===== src/rtl/ldl_dff_array_flow_ctrl_if.sv =====
// Handshake bundle between a DFF-array flow controller and its upstream/downstream neighbours.
// The controller side uses the slave modport; the environment driving it uses master.
interface ldl_dff_array_flow_ctrl_if;
  logic in_valid;
  logic in_ready;
  logic out_valid;
  logic out_ready;
  logic flush;
  logic flush_done;

  modport master (
    output in_valid,
    output out_ready,
    output flush,
    input  in_ready,
    input  out_valid,
    input  flush_done
  );

  modport slave (
    input  in_valid,
    input  out_ready,
    input  flush,
    output in_ready,
    output out_valid,
    output flush_done
  );
endinterface


===== src/rtl/ldl_dff_array_flow_ctrl.sv =====
// Valid/ready controller for a LEVEL-stage globally-enabled DFF shift array: owns the array
// enable, tracks per-stage valid bits and occupancy, and runs a flush/drain sequence.
module ldl_dff_array_flow_ctrl #(
  parameter int unsigned LEVEL = 4,
  localparam int unsigned CNT_W = $clog2(LEVEL + 1)
) (
  input  logic                 clk,
  input  logic                 rst,
  ldl_dff_array_flow_ctrl_if.slave hs,
  output logic                 shift_en,
  output logic [LEVEL-1:0]     stage_vld,
  output logic [CNT_W-1:0]     occupancy,
  output logic                 busy
);

  typedef enum logic {StRun, StDrain} state_e;

  state_e             state_q, state_d;
  logic [LEVEL-1:0]   stage_vld_q, stage_vld_d;
  logic [CNT_W-1:0]   occ_q, occ_d;
  logic               flush_done_q, flush_done_d;

  logic out_valid, advance, accept, pop, in_ready;
  logic [LEVEL-1:0]   shifted;

  assign out_valid = stage_vld_q[LEVEL-1];
  assign advance   = !out_valid || hs.out_ready;
  assign in_ready  = advance && (state_q == StRun);
  assign accept    = hs.in_valid && in_ready;
  assign pop       = out_valid && hs.out_ready;
  // Hold the array enable low when there is nothing to move, so an idle pipe never toggles.
  assign shift_en  = advance && ((|stage_vld_q) || accept);

  generate
    if (LEVEL == 1) begin : g_single
      assign shifted = accept;
    end else begin : g_multi
      assign shifted = {stage_vld_q[LEVEL-2:0], accept};
    end
  endgenerate

  always_comb begin
    stage_vld_d  = stage_vld_q;
    occ_d        = occ_q + CNT_W'(accept) - CNT_W'(pop);
    state_d      = state_q;
    flush_done_d = 1'b0;
    if (shift_en) begin
      stage_vld_d = shifted;
    end
    unique case (state_q)
      StRun: begin
        if (hs.flush) begin
          state_d = StDrain;
        end
      end
      StDrain: begin
        if (stage_vld_d == '0) begin
          state_d      = StRun;
          flush_done_d = 1'b1;
        end
      end
      default: state_d = StRun;
    endcase
  end

  always_ff @(posedge clk) begin
    if (rst) begin
      state_q      <= StRun;
      stage_vld_q  <= '0;
      occ_q        <= '0;
      flush_done_q <= 1'b0;
    end else begin
      state_q      <= state_d;
      stage_vld_q  <= stage_vld_d;
      occ_q        <= occ_d;
      flush_done_q <= flush_done_d;
    end
  end

  assign hs.in_ready   = in_ready;
  assign hs.out_valid  = out_valid;
  assign hs.flush_done = flush_done_q;
  assign stage_vld     = stage_vld_q;
  assign occupancy     = occ_q;
  assign busy          = (occ_q != '0) || (state_q == StDrain);

endmodule


===== src/flat_wrapper.sv =====
// flat-port wrapper written by rule: the top's interface ports become plain ports
module ldl_dff_array_flow_ctrl_flat 
#(
  parameter int unsigned LEVEL = 4,
  localparam int unsigned CNT_W = $clog2(LEVEL + 1)
)
  (clk, rst, shift_en, stage_vld, occupancy, busy, hs_in_valid, hs_out_ready, hs_flush, hs_in_ready, hs_out_valid, hs_flush_done);
  ldl_dff_array_flow_ctrl_if hs_i ();
  input  logic clk;
  input  logic rst;
  output logic shift_en;
  output logic [LEVEL-1:0] stage_vld;
  output logic [CNT_W-1:0] occupancy;
  output logic busy;
  input wire logic [$bits(hs_i.in_valid)-1:0] hs_in_valid;
  input wire logic [$bits(hs_i.out_ready)-1:0] hs_out_ready;
  input wire logic [$bits(hs_i.flush)-1:0] hs_flush;
  output wire logic [$bits(hs_i.in_ready)-1:0] hs_in_ready;
  output wire logic [$bits(hs_i.out_valid)-1:0] hs_out_valid;
  output wire logic [$bits(hs_i.flush_done)-1:0] hs_flush_done;
  assign hs_i.in_valid = hs_in_valid;
  assign hs_i.out_ready = hs_out_ready;
  assign hs_i.flush = hs_flush;
  assign hs_in_ready = hs_i.in_ready;
  assign hs_out_valid = hs_i.out_valid;
  assign hs_flush_done = hs_i.flush_done;
  ldl_dff_array_flow_ctrl #(.LEVEL(LEVEL)) u_core (.clk(clk), .rst(rst), .hs(hs_i), .shift_en(shift_en), .stage_vld(stage_vld), .occupancy(occupancy), .busy(busy));
endmodule

===== config.mk =====
export PLATFORM = sky130hd
export DESIGN_NAME = ldl_dff_array_flow_ctrl_flat
export DESIGN_NICKNAME = d
export VERILOG_FILES = /design/src/rtl/ldl_dff_array_flow_ctrl_if.sv /design/src/rtl/ldl_dff_array_flow_ctrl.sv /design/src/flat_wrapper.sv
export SDC_FILE = /design/constraint.sdc
export NUM_CORES = 1
export LEC_CHECK = 0
export ABC_AREA = 1
export BUFFER_PORTS_ARGS = -buffer_cell sky130_fd_sc_hd__clkbuf_2
export CAP_MARGIN = 10
export CORE_AREA = 10 10 47 49
export CTS_CLUSTER_DIAMETER = 50
export DETAILED_ROUTE_END_ITERATION = 8
export DIE_AREA = 0 0 57 59
export HOLD_SLACK_MARGIN = 0.15
export PLACE_DENSITY_LB_ADDON = 0.25
export SLEW_MARGIN = 20
export SYNTH_ARGS = -nofsm -noshare
export SYNTH_HDL_FRONTEND = slang
export SYNTH_SLANG_ARGS = --single-unit

===== constraint.sdc =====
create_clock -name clk -period 2.14 [get_ports clk]
set_clock_uncertainty 0.15 [all_clocks]
set_input_delay 0.107 -clock clk [delete_from_list [all_inputs] [get_ports clk]]
set_output_delay 0.107 -clock clk [all_outputs]
set_load 0.02 [all_outputs]

; Word level (Yosys, flattened, before mapping)
; Index checks and enable logic that the tools add are counted.
[totals]
wordCells = 24
register_bits = 9
output_inout_bits = 12
inputBits = 5
[classes]
n_reduce_logical = 12
add_sub_neg = 2
n_mux = 5
n_bitwise = 1
[op_table]
columns = op, count
row1 = $logic_and 1x1->1, 4
row2 = $logic_not 4->1, 1
row3 = $mux 4, 1
row4 = $reduce_or 4->1, 1
row5 = $add 3x1->3, 1
row6 = $logic_or 1x1->1, 3
row7 = $mux 1, 3
row8 = $reduce_bool 3->1, 1
row9 = $sub 3x1->3, 1
row10 = $pmux 1 s2, 1
row11 = $reduce_or 2->1, 1
row12 = $logic_not 1->1, 1
row13 = $not 1->1, 1

; Depth between registers and ports, before layout
[logic_depth]
word_depth = 10
mapped_depth = 10
ltp_nobuf = 10

; Worst setup path after synthesis
; No wires, ideal clock.
[synth_path]
path_kind = register to register
start = register u_core.stage_vld_q[3] (netlist: u_core.stage_vld[3])
end = register u_core.occ_q[2] (netlist: u_core.occupancy[2])
path_stages_with_launch = 11
arrival_ns = 1.632
path_slack_ns = 0.289
setup_ns = 0.070
n_path_buf = 0
synth_period_minus_slack_ns = 1.851
required_time_ns = 1.920
cell_sequence = dfxtp_1 -> nand2_1 -> inv_1 -> ha_1 -> inv_1 -> ha_1 -> inv_1 -> fa_1 -> inv_1 -> o21ai_0 -> a21oi_1
[synth_between]
elab_chain_cells = 6
elab_cells_between_ends = 7
cone_classes = add/sub: 2 / reduce/logical: 5
[synth_rtl]
columns = element, line_no
row1 = start: declaration, ldl_dff_array_flow_ctrl.sv:19  ; logic [LEVEL-1:0] stage_vld_q, stage_vld_d;
row2 = start signal: assignment, ldl_dff_array_flow_ctrl.sv:74  ; stage_vld_q <= stage_vld_d;
row3 = $logic_not 1->1, ldl_dff_array_flow_ctrl.sv:27  ; assign advance = !out_valid || hs.out_ready;
row4 = $logic_or 1x1->1, ldl_dff_array_flow_ctrl.sv:27
row5 = $logic_and 1x1->1, ldl_dff_array_flow_ctrl.sv:28  ; assign in_ready = advance && (state_q == StRun);
row6 = $logic_and 1x1->1, ldl_dff_array_flow_ctrl.sv:29  ; assign accept = hs.in_valid && in_ready;
row7 = $add 3x1->3, ldl_dff_array_flow_ctrl.sv:44  ; occ_d = occ_q + CNT_W'(accept) - CNT_W'(pop);
row8 = $sub 3x1->3 (*), ldl_dff_array_flow_ctrl.sv:44
row9 = end signal: assignment, ldl_dff_array_flow_ctrl.sv:70  ; occ_q <= '0;
row10 = end signal: assignment, ldl_dff_array_flow_ctrl.sv:75  ; occ_q <= occ_d;
row11 = end: declaration, ldl_dff_array_flow_ctrl.sv:20  ; logic [CNT_W-1:0] occ_q, occ_d;
; Every way passes the cells marked *; elsewhere a longest branch is shown, timed or not.
; A chain may end at the register's enable or synchronous reset.

; Final worst setup path
[layout_path]
start = input port hs_out_ready
end = register u_core.occ_q[2] (netlist: u_core.occupancy[2])
[layout_between]
elab_chain_cells = 5
elab_cells_between_ends = 6
cone_classes = add/sub: 2 / reduce/logical: 4
[layout_rtl]
columns = element, line_no
row1 = start: declaration, flat_wrapper.sv:16  ; input wire logic [$bits(hs_i.out_ready)-1:0] hs_out_ready;
row2 = $logic_or 1x1->1, ldl_dff_array_flow_ctrl.sv:27
row3 = $logic_and 1x1->1, ldl_dff_array_flow_ctrl.sv:28
row4 = $logic_and 1x1->1, ldl_dff_array_flow_ctrl.sv:29
row5 = $add 3x1->3, ldl_dff_array_flow_ctrl.sv:44
row6 = $sub 3x1->3 (*), ldl_dff_array_flow_ctrl.sv:44
; Marked as above.

==> impl_metrics.json <==
{
  "die_h_um": 59,
  "ys_ff_latch": 9,
  "postCtsSetupRepairBufs": 0,
  "r2r-end": "u_core.occupancy[2]$_SDFF_PP0_",
  "clkTransAtPathRegs_ps": 60,
  "drive_above_1_share_pct": 30.2,
  "core_um2": 1400,
  "io_pins": 17,
  "cts.path.max_buffers": 2,
  "drc": 0,
  "min_to": "u_core.hs.flush_done$_SDFF_PP0_",
  "vias": 453,
  "relSlewSlack_pct": 86.1,
  "gp_congestion": 0.807,
  "hold_buffers": 5,
  "crit_arrival_ps": 1950,
  "worstSetupPathType": "in2reg",
  "power.ir.vdd_worst_mv": 0.261,
  "syn_inst": 62,
  "setup_tns_ps": 0,
  "syn_to_final_growth_pct": 35.5,
  "hold_path_depth": 2,
  "yosys_warnings": 0,
  "power_density_nw_per_um2": 711,
  "h-tree-depth": 1,
  "fin_ws_ps": 227,
  "cp.required_ps": 2180,
  "via_per_inst": 4.44,
  "grt_pass1_vias": 433,
  "cts_sinks": 9,
  "wl_mm": 1.08,
  "drt_iter0_markers": 5,
  "syn_area_per_cell_um2": 7.67,
  "grt-ovfl-total": 0,
  "rsz0062_at_grt": "false",
  "synth_nets": 70,
  "ff2ff_path_depth": 10,
  "startpoint_type": "input pin",
  "rrSetupSlack_ps": 310,
  "grt_util_all_layers_pct": 7.01,
  "dr.pass1.iters": 4,
  "power.total_mw": 0.458,
  "hold_viol": 0,
  "num_rows": 14,
  "cp-end-kind": "flip-flop",
  "synth_area_um2": 475,
  "final_util_pct": 46.0,
  "antennaDiodeCount": 0,
  "worst_pin_slew_ps": 209,
  "cts-root-buf": "clkbuf_4",
  "grt_pass1_wl_mm": 1.79,
  "worst-path-max-fanout": 2,
  "cts_buffers": 3,
  "antenna_found_initial": 0,
  "r2r_start": "u_core.stage_vld[3]$_SDFF_PP0_",
  "start_util_pct": 33.9,
  "synth-seq-area-share_pct": 37.9,
  "p_leak_nw": 0.343,
  "final-max-slew-violation-count": 0,
  "routedWlPerCell_um": 10.6,
  "numPortBuffers": 16,
  "hold_start": "u_core.state_q$_SDFF_PP0_",
  "status": "complete, no violations",
  "synth_cell_types": 16,
  "fmax_mhz": 523,
  "maxCapViolations": 0,
  "cts_tree": "yes",
  "grt_max_degree": 8,
  "pre_cts_ws_ps": 286,
  "ant_nets": 0,
  "clock_latency_ps": 250,
  "hold_path.class": "reg2reg",
  "setup_viol": 0,
  "fin_nets": 95,
  "period_minus_slack_ps": 1910,
  "fillCellCount": 160,
  "hpwl_um": 854,
  "die_w_um": 57,
  "finalCritPeriodShare_pct": 89.4,
  "die-area_um2": 3360,
  "cts.repair.resized": 0,
  "hold_ws_ps": 366
}
## routing by layer
layer / vias up / track usage, % / wire [um]
met2: 9 / 10.1 / 497
met3: 2 / 4.29 / 87
met5: - / 0 / 0
met1: 200 / 7.03 / 477
met4: 0 / 6.04 / 17
li1: 242 / - / -
## cell families after synthesis
kind of cell / count (synthesis) / synth area share (%)
buffers and inverters: 15 / 12.6
adders and majority gates: 3 / 9.47
and+or+nand+nor: 26 / 29.2
AOI/OAI and AO/OA: 8 / 8.95
xor gates and xnor gates: 1 / 1.84
DFF: 9 / 37.9
## critical path: stages
cell,delay [ps]
dlygate4sd3_1,530
clkbuf_2,110
nand2_1,60
inv_1,40
ha_1,260
inv_1,60
ha_1,140
inv_1,50
fa_1,350
inv_1,70
o21ai_0,80
a21oi_1,110
## area by class of cell
class	count	area [um^2]	share of cell area, %
flip-flops and latches	9	180	28.0
multi-input cells	38	235	36.5
inverters	14	52.6	8.16
clock buffers	4	26.3	4.08
repair buffers	21	130	20.2
well taps	16	20.0	3.11
## Yosys cell counts
cell type | number | area share [%]
inv_1 | 14 | 11
nand2_2 | 4 | 5.3
nand3_4 | 1 | 3.7
o21ai_0 | 2 | 2.1
xnor2_1 | 1 | 1.8
nor3_2 | 1 | 2.1
ha_1 | 2 | 5.3
a21oi_1 | 5 | 5.3
nand3_1 | 4 | 4.2
nand2_1 | 6 | 4.7
nand3_2 | 1 | 2.1
buf_4 | 1 | 1.6
nor2_1 | 9 | 7.1
fa_1 | 1 | 4.2
o211ai_1 | 1 | 1.6
dfxtp_1 | 9 | 38
## cells in the final DEF, fill, tap and decap left out, drive strengths merged
cell         instances
dfxtp                9
o211ai               1
fa                   1
nand3                6
o21ai                2
dlygate4sd3          5
nor3                 1
ha                   2
inv                 14
a21oi                5
xnor2                1
nor2                 9
clkbuf              20
nand2               10
## per-stage QoR
| step | instances | instance area (um^2) |
|---|---|---|
| floorplan | 62 | 475 |
| global placement | 93 | 568 |
| detailed placement | 93 | 568 |
| CTS | 102 | 644 |
| global route | 102 | 644 |
| finish | 102 | 644 |
## power by group
group	total [mW]	internal, mW	switching [mW]
clock	0.129	0.0717	0.0573
combinational	0.133	0.0516	0.0818
sequential	0.196	0.182	0.0137
total	0.458	0.306	0.153
## how the worst max path moves through the flow
stage / startpoint / to / slack (ps) / cells past startpoint
global placement: u_core.stage_vld[3]$_SDFF_PP0_ / u_core.occupancy[2]$_SDFF_PP0_ / 340 / 10
CTS: hs_out_ready / u_core.occupancy[2]$_SDFF_PP0_ / 210 / 12
detailed placement: u_core.stage_vld[3]$_SDFF_PP0_ / u_core.occupancy[2]$_SDFF_PP0_ / 290 / 10
finish: hs_out_ready / u_core.occupancy[2]$_SDFF_PP0_ / 230 / 12
global route: hs_out_ready / u_core.occupancy[2]$_SDFF_PP0_ / 140 / 12
floorplan: u_core.stage_vld[3]$_SDFF_PP0_ / u_core.occupancy[2]$_SDFF_PP0_ / 290 / 10
## state kept, by name (all words and copies together), names as in the netlist
| signal | count |
|---|---|
| u_core.stage_vld | 4 |
| u_core.occupancy | 3 |
| u_core.hs.flush_done | 1 |
| u_core.state_q | 1 |
Power figures use the tool's default switching activity.
